### config.mk
export PLATFORM = sky130hd
export DESIGN_NAME = coin_key_filter
export DESIGN_NICKNAME = d
export VERILOG_FILES = /design/src/rtl/coin_key_filter.sv
export SDC_FILE = /design/constraint.sdc
export NUM_CORES = 1
export LEC_CHECK = 0
export CAP_MARGIN = 25
export CORE_MARGIN = 2
export CORE_UTILIZATION = 64
export DETAILED_ROUTE_END_ITERATION = 10
export GPL_ROUTABILITY_DRIVEN = 0
export PLACE_DENSITY = 0.84
export SETUP_SLACK_MARGIN = 0.5
export SYNTH_ARGS = -nofsm -noshare
export SYNTH_HDL_FRONTEND = slang
export SYNTH_SLANG_ARGS = --single-unit
export TNS_END_PERCENT = 30
### constraint.sdc
create_clock -name sys_clk -period 5 [get_ports sys_clk]
set_input_delay 0.75 -clock sys_clk [delete_from_list [all_inputs] [get_ports sys_clk]]
set_output_delay 0.75 -clock sys_clk [all_outputs]
set_load 0.02 [all_outputs]
### src/rtl/coin_key_filter.sv
// Coin key front end: sync + debounce two active-low keys, one pulse per press.
// Latency: pulse appears CNT_MAX+4 edges after the first raw low sample.
// Backpressure: none; pulses are fire-and-forget, half has priority over one.
module coin_key_filter #(
  parameter int CNT_MAX = 999_999,
  parameter int CNT_W   = 20
) (
  input  logic       sys_clk,
  input  logic       sys_rst,
  input  logic       key_half,
  input  logic       key_one,
  output logic       po_money_half,
  output logic       po_money_one,
  output logic [7:0] po_coin_sum
);

  localparam logic [1:0] IDLE         = 2'd0;
  localparam logic [1:0] PRESS_FILT   = 2'd1;
  localparam logic [1:0] HELD         = 2'd2;
  localparam logic [1:0] RELEASE_FILT = 2'd3;

  localparam logic [CNT_W-1:0] CNT_LAST = CNT_W'(CNT_MAX);
  localparam logic [CNT_W-1:0] CNT_ONE  = CNT_W'(1);

  // Channel 0 is the half-unit key, channel 1 the one-unit key.
  logic [1:0] key_raw;
  logic [1:0] pend_set;

  assign key_raw = {key_one, key_half};

  for (genvar c = 0; c < 2; c++) begin : g_chan
    logic             sync1_q;
    logic             ks_q;
    logic [1:0]       state_q, state_d;
    logic [CNT_W-1:0] cnt_q, cnt_d;
    logic             accept;

    // Two-flop synchroniser; idles high like an unpressed key.
    always_ff @(posedge sys_clk) begin
      if (sys_rst) begin
        sync1_q <= 1'b1;
        ks_q    <= 1'b1;
      end else begin
        sync1_q <= key_raw[c];
        ks_q    <= sync1_q;
      end
    end

    // Debounce FSM: a level must hold CNT_MAX+2 samples to be believed.
    always_comb begin
      state_d = state_q;
      cnt_d   = cnt_q;
      accept  = 1'b0;
      case (state_q)
        IDLE: begin
          if (!ks_q) begin
            state_d = PRESS_FILT;
            cnt_d   = '0;
          end
        end
        PRESS_FILT: begin
          if (ks_q) begin
            state_d = IDLE;
          end else if (cnt_q == CNT_LAST) begin
            state_d = HELD;
            accept  = 1'b1;
          end else begin
            cnt_d = cnt_q + CNT_ONE;
          end
        end
        HELD: begin
          if (ks_q) begin
            state_d = RELEASE_FILT;
            cnt_d   = '0;
          end
        end
        RELEASE_FILT: begin
          if (!ks_q) begin
            state_d = HELD;
          end else if (cnt_q == CNT_LAST) begin
            state_d = IDLE;
          end else begin
            cnt_d = cnt_q + CNT_ONE;
          end
        end
        default: state_d = IDLE;
      endcase
    end

    // Debounce state and counter registers.
    always_ff @(posedge sys_clk) begin
      if (sys_rst) begin
        state_q <= IDLE;
        cnt_q   <= '0;
      end else begin
        state_q <= state_d;
        cnt_q   <= cnt_d;
      end
    end

    assign pend_set[c] = accept;
  end

  logic [1:0] pend_q, pend_d;
  logic       half_q, half_d;
  logic       one_q, one_d;
  logic [7:0] sum_q, sum_d;

  // Arbiter: drain one pending coin per cycle, half first; a new set wins over a clear.
  always_comb begin
    pend_d = pend_q;
    half_d = 1'b0;
    one_d  = 1'b0;
    sum_d  = sum_q;
    if (pend_q[0]) begin
      half_d    = 1'b1;
      pend_d[0] = 1'b0;
      sum_d     = sum_q + 8'd1;
    end else if (pend_q[1]) begin
      one_d     = 1'b1;
      pend_d[1] = 1'b0;
      sum_d     = sum_q + 8'd2;
    end
    pend_d = pend_d | pend_set;
  end

  // Pending flags, output pulses and running total (wraps naturally at 256).
  always_ff @(posedge sys_clk) begin
    if (sys_rst) begin
      pend_q <= '0;
      half_q <= 1'b0;
      one_q  <= 1'b0;
      sum_q  <= '0;
    end else begin
      pend_q <= pend_d;
      half_q <= half_d;
      one_q  <= one_d;
      sum_q  <= sum_d;
    end
  end

  assign po_money_half = half_q;
  assign po_money_one  = one_q;
  assign po_coin_sum   = sum_q;

endmodule

Yosys cells after proc, flatten, opt, wreduce, memory -nomap -nowiden --
Index checks and enable logic that the tools add are counted.
Word-level totals: output and inout port bits 10, word-level logic and storage cells 82, bits in registers 60
Cells by class: reduce and logical (&&, ||, !) cells 8, bitwise gates (word level) 1, mux-type cells 37, equality and inequality tests 20, add/sub/neg operators 4
Operator list (number):
- $mux W20 | 10
- $pmux W20 S4 | 2
- $add A20 B1 Y20 const B | 2
- $eq A20 B20 Y1 const B | 2
- $mux W2 | 12
- $mux W8 | 2
- $ne A2 B2 Y1 const B | 8
- $pmux W2 S4 | 2
- $reduce_and A4 Y1 | 4
- $ne A3 B3 Y1 const B | 4
- $mux W1 | 9
- $add A8 B1 Y8 const B | 1
- $add A8 B2 Y8 const B | 1
- $eq A2 B2 Y1 const B | 4
- $eq A2 B1 Y1 const B | 2
- $logic_not A2 Y1 | 2
- $or A2 B2 Y2 | 1
- $reduce_bool A2 Y1 | 1
- $reduce_or A2 Y1 | 1

Longest topological paths before layout --
Gate-level depths: netlist of the first run.
depth in word-level cells 5, depth in mapped cells 7

Least setup slack after synthesis of the first run --
Ideal clock, no wire load.
path kind input port to flip-flop, from in sys_rst, to reg g_chan[0].cnt_q[6], data required time 4.941 ns, slack 3.260 ns, data arrival time 1.680 ns, path buffers 2, cell stages on the path 5, path through buf_6 -> or2_0 -> clkbuf_1 -> or4_1 -> nand2_1
RTL lines:
- start, declared | RTL line 9 | input logic sys_rst,
- end signal, assigned | RTL line 97 | cnt_q <= cnt_d;
- end, declared | RTL line 35 | logic [CNT_W-1:0] cnt_q, cnt_d;

Final worst setup path of the first run --
from reg g_chan[1].state_q[0], to reg g_chan[1].cnt_q[0]
On the way: cells in the longest elaborated chain, start to end 3
RTL lines:
- start, declared | RTL line 34 | logic [1:0] state_q, state_d;
- start signal, assigned | RTL line 96 | state_q <= state_d;
- $eq A2 B1 Y1 (tied with other cells) | RTL line 54 | case (state_q)
- $ne A2 B2 Y1 (no source line)
- $reduce_and A4 Y1 (no source line)
- end signal, assigned | RTL line 97
- end, declared | RTL line 35
Several ways; a longest one is shown, not always the timed one. A chain may end at the register's enable or synchronous reset.

==> flow_summary.toml, run 1 <==
[grt]
grt.total_usage = 0.256
antenna_found_initial = 0
grt_pass1_wl_um = 10000
grt_start_max_net_pins = 35
grt_pass1_vias = 2210
gr-total-overflow = 0

[placed_design]
dp_hpwl_um = 3650
port_buffers = 13
preCtsSetupSlack_ns = 2.27

[synthesis]
ys_seq_area_frac = 0.431
ys_warn_count = 0
synth_edf_count = 0
syn_area_per_cell_um2 = 8.62
syn_inst = 323
syn_nets = 331
synth-seq-cells = 60
synthFlopType = "dfxtp_1"
yosysUniqueCellTypes = 50
async_reset_ff_frac = 0
synth_area_um2 = 2790

[hold_path]
holdPathStages = 1
hp-class = "reg2reg"
hold_end = "g_chan[0].ks_q"
hold_start = "g_chan[0].sync1_q"

[layout]
post-route-util = 0.780
syn_to_final_growth_pct = 14.4
final_cell_mix = "dfxtp_1 (60), nor2_1 (52), xor2_1 (25)"
diodes = 0
layout_commonest_cell = "dfxtp_1"
drive_gt1_frac = 0.0792
num-nets-final = 344

[setup_path]
reg2reg_depth = 5
worstReg2RegStart = "g_chan[1].state_q[0]"
cp-end-kind = "register"
worstSetupPathType = "reg2reg"
start_kind = "register"
rr_endpoint = "g_chan[1].cnt_q[0]"
worstPathMaxFanout = 12
r2r_slack_ns = 2.70
cp-startpoint = "g_chan[1].state_q[0]"
required_ns = 5.22
arrival_ns = 2.52

[floorplan]
dieArea_um2 = 4900
row_count = 23
die_h_um = 70.0
chipWidth_um = 70.0
core-area_um2 = 4090
ios = 14
initial_core_util = 0.682

[pwr]
p_per_area_nw_per_um2 = 329
power.leakage_nw = 1.12
ir_drop_mv = 0.246
power_mw = 1.05

[clock_tree]
cts_max_level = 3
cts_buffer_depth = 2
cts_tree = "done"
clkLatencyLatePin_ns = 0.34
ctsHoldBuffers = 0
cts_resized = 0
cts_buffers = 9
cts_setup_buffers = 0
cts.clk_slew.worst_paths_ns = 0.06
cts-root-buf = "clkbuf_8"
cts_sinks = 60

[sta]
fin_crit_ns = 2.30
tightest_slew_ns = 0.854
final.setup_skew_ns = 0.00918
finalSetupViolations = 0
fmax_mhz = 434
period_share = 0.460
fin_ws_ns = 2.70
slew_violations = 0
rsz0062_at_grt = "no"
hold_violations = 0
max_slew_margin = 0.427
fin_setup_tns_ns = 0

[drt]
ant_nets = 0
avgRoutedWirePerCell_um = 14.7
drtIter0Drc = 154
drc = 0
firstDrtPassIters = 4
viasPerCell = 5.96
wirelength_um = 5750
vias = 2330

[run]
cap_violations = 0

[outcome]
status = "finished, final reports clean"
==> synth_stat cells, types with 2 or more instances <==
cell | instances | area [um2]
inv_1 | 5 | 18.8
nor2_1 | 52 | 195
a31oi_1 | 3 | 18.8
nand3_1 | 21 | 105
or4_1 | 3 | 22.5
buf_2 | 3 | 15.0
ha_1 | 4 | 50.1
nor4_1 | 4 | 25.0
nor4b_1 | 2 | 17.5
nor4bb_1 | 3 | 30.0
and4_1 | 3 | 26.3
xnor2_1 | 8 | 70.1
nand2_1 | 20 | 75.1
or2_2 | 5 | 31.3
or3_1 | 7 | 43.8
xor2_1 | 25 | 219
nand4_1 | 10 | 62.6
and2_1 | 8 | 50.1
and3_1 | 6 | 37.5
o21ai_0 | 8 | 40.0
o21ai_1 | 2 | 10.0
mux2_2 | 2 | 22.5
mux2i_1 | 2 | 20.0
o211ai_1 | 3 | 22.5
a22oi_1 | 7 | 52.6
clkbuf_1 | 9 | 33.8
nor3_1 | 4 | 20.0
a21oi_1 | 13 | 65.1
dfxtp_1 | 60 | 1200
==> critical path, stage by stage, from the launching register on <==
cell and delay (ns):
dfxtp_1 0.57, nor4bb_1 0.35, nand4_2 0.29, o21ai_1 0.71
or3b_1 0.20, a21oi_1 0.06
==> area by class of cell <==
| class | instances | area (um2) |
|---|---|---|
| Tap cell | 50 | 62.6 |
| Fill cell | 284 | 900 |
| Clock buffer | 12 | 155 |
| Timing Repair Buffer | 15 | 149 |
| Multi-Input combinational cell | 245 | 1510 |
| Sequential cell | 60 | 1200 |
| Clock inverter | 4 | 95.1 |
| Inverter | 5 | 18.8 |
==> per-layer routing <==
layer,track usage,share of wire,up-vias
li1,-,-,1165
met1,0.312,0.45,1106
met2,0.421,0.50,53
met3,0.0851,0.045,6
met4,0.0940,0.0092,0
met5,0,0,-
==> where the power goes <==
group / leakage (nW) / total, mW / switching, mW / internal (mW)
clock: 0.127 / 0.545 / 0.188 / 0.358
sequential: 0.484 / 0.482 / 0.00213 / 0.480
combinational: 0.505 / 0.0206 / 0.0141 / 0.00647
total: 1.12 / 1.05 / 0.204 / 0.844
==> through the flow <==
stage | area, um2 | hold WS (ns) | cells
6_report | 3190 | 0.425 | 391
3_3_place_gp | 2930 | 0.392 | 374
3_5_place_dp | 2930 | 0.394 | 374
5_1_grt | 3190 | 0.444 | 391
2_1_floorplan | 2790 | 0.389 | 323
4_1_cts | 3180 | 0.430 | 390
==> sequential cells by signal (all words and copies together), names as in the netlist, named ones only <==
name and cells:
g_chan.cnt_q 40, po_money_half 1, g_chan.ks_q 2, g_chan.state_q 2, g_chan.sync1_q 2, pend_q 2, po_money_one 1, po_coin_sum 8
==> logic make-up after synthesis <==
family          synth area share
flops                      0.431
mux                       0.0153
buf+inv                   0.0283
simple gates               0.309
fa+ha+maj                 0.0180
xor+xnor                   0.104
compound gates            0.0948
==> worst max-delay path by stage <==
stage / to / slack [ns]
2_1_floorplan: g_chan[0].cnt_q[6] / 3.26
3_3_place_gp: g_chan[0].cnt_q[6] / 2.29
3_5_place_dp: g_chan[0].cnt_q[6] / 2.27
4_1_cts: g_chan[0].cnt_q[6] / 2.64
5_1_grt: g_chan[1].cnt_q[3] / 2.51
6_report: g_chan[1].cnt_q[0] / 2.70
Power figures use the tool's default switching activity.
==> run 2: changes to the inputs <==
Settings changed: CORE_UTILIZATION 64 to 53, PLACE_DENSITY 0.84 to 0.74.
Clock period 5 ns to 1.9 ns, I/O delays scaled along.
==> flow_summary.toml, run 2 (same netlist as run 1, synthesis figures left out) <==
[drt]
drtIter0Drc = 133
vias = 2512
viasPerCell = 5.68
ant_nets = 0
avgRoutedWirePerCell_um = 15.5
wirelength_um = 6850
drc = 0
firstDrtPassIters = 4

[grt]
grt_pass1_vias = 2460
grt_pass1_wl_um = 11100
grt.total_usage = 0.234
antenna_found_initial = 0
grt_start_max_net_pins = 20
gr-total-overflow = 0

[floorplan]
core-area_um2 = 5070
ios = 14
row_count = 26
die_h_um = 76.5
initial_core_util = 0.549
dieArea_um2 = 5850
chipWidth_um = 76.5

[sta]
hold_violations = 0
slew_violations = 0
holdWs_ns = 0.408
rsz0062_at_grt = "yes"
max_slew_margin = 0.685
period_share = 0.891
finalSetupViolations = 0
fin_setup_tns_ns = 0
final.setup_skew_ns = 0.00981
tightest_slew_ns = 0.472
fin_crit_ns = 1.69
fmax_mhz = 591

[hold_path]
hp-class = "reg2reg"

[pwr]
p_per_area_nw_per_um2 = 668
clockPowerShare = 0.464
power_frac_seq = 0.502
p_sw_frac = 0.216
internal-power_mw = 1.96
combPwrFrac = 0.033
switchingPower_mw = 0.541
ir_drop_mv = 0.530
power.leakage_nw = 1.33

[layout]
syn_to_final_growth_pct = 34.5
layout_commonest_cell = "nor2_1"
drive_gt1_frac = 0.320
post-route-util = 0.738
final_cell_mix = "nor2_1 (51), dfxtp_1 (36), buf_4 (28)"
nFillCells = 357
diodes = 0
num-nets-final = 375
largest_reg_flops = 40
largest_register = "g_chan.cnt_q"
fin_area_um2 = 3750

[run]
cap_violations = 0

[clock_tree]
cts_buffers = 9
cts_max_level = 3
cts_sinks = 60
cts_buffer_depth = 2
cts-root-buf = "clkbuf_8"
cts.clk_slew.worst_paths_ns = 0.07
clkLatencyLatePin_ns = 0.33
cts_tree = "done"

[setup_path]
cp-end-kind = "register"
start_kind = "register"
required_ns = 2.16
worstPathMaxFanout = 3
arrival_ns = 1.95
worstSetupPathType = "reg2reg"

[placed_design]
port_buffers = 13
dp_hpwl_um = 3770
placed_area_um2 = 3140

[outcome]
status = "finished, final reports clean"
-- run 2: layout make-up --
cell class,instances,area [um2],share of cell area
clock inverters,4,47.5,0.0127
inverters,5,18.8,0.00501
repair buffers,45,392,0.105
multi-input cells,246,1800,0.479
clock buffers,12,155,0.0414
flip-flops and latches,60,1250,0.334
well taps,70,87.6,0.0234
-- run 2: final timing paths --
| kind | from | end | slack [ns] | cells past startpoint |
|---|---|---|---|---|
| max | g_chan[0].cnt_q[1] | g_chan[0].cnt_q[10] | 0.21 | 8 |
| min reg2reg | g_chan[1].sync1_q | g_chan[1].ks_q | 0.41 | 1 |
| min | g_chan[1].sync1_q | g_chan[1].ks_q | 0.41 | 1 |
| max reg2reg | g_chan[0].cnt_q[1] | g_chan[0].cnt_q[10] | 0.21 | 8 |
-- run 2: critical path, cell delays in order (launching register included) --
cell and delay (ns):
dfxtp_4 0.35, ha_4 0.16, and2_4 0.16, nand4_1 0.14, o21ai_2 0.09, buf_4 0.14, buf_4 0.12, or3_1 0.34
a21oi_1 0.12
-- run 2: timing repair --
action,in CTS,in global routing
endpoints found under the setup margin,55,59
hold buffers,0,0
gates resized for setup,41,31
pin swaps,19,11
gates cloned,1,0
buffers inserted,14,4
-- run 2: power groups by stage --
stage	sequential [mW]	clock [mW]	combinational [mW]
after detailed placement	1.30	0	0.0644
after global placement	1.30	0	0.0644
after global routing	1.26	1.24	0.0900
after CTS	1.26	1.18	0.0762
after floorplan	1.29	0	0.0417
final	1.26	1.16	0.0832
-- run 2: metrics by stage --
stage / instances / worst slack, ns / power [mW]
after CTS: 438 / 0.232 / 2.51
final: 442 / 0.207 / 2.50
after floorplan: 323 / 0.274 / 1.34
after global routing: 442 / 0.0873 / 2.59
after detailed placement: 407 / 0.179 / 1.36
after global placement: 407 / 0.216 / 1.36
-- run 2: layer usage --
| layer | up-vias | routed length, um | global-route usage |
|---|---|---|---|
| li1 | 1242 | - | - |
| met5 | - | 0 | 0 |
| met3 | 11 | 258 | 0.0758 |
| met2 | 63 | 3610 | 0.409 |
| met1 | 1196 | 2880 | 0.269 |
| met4 | 0 | 100 | 0.0764 |
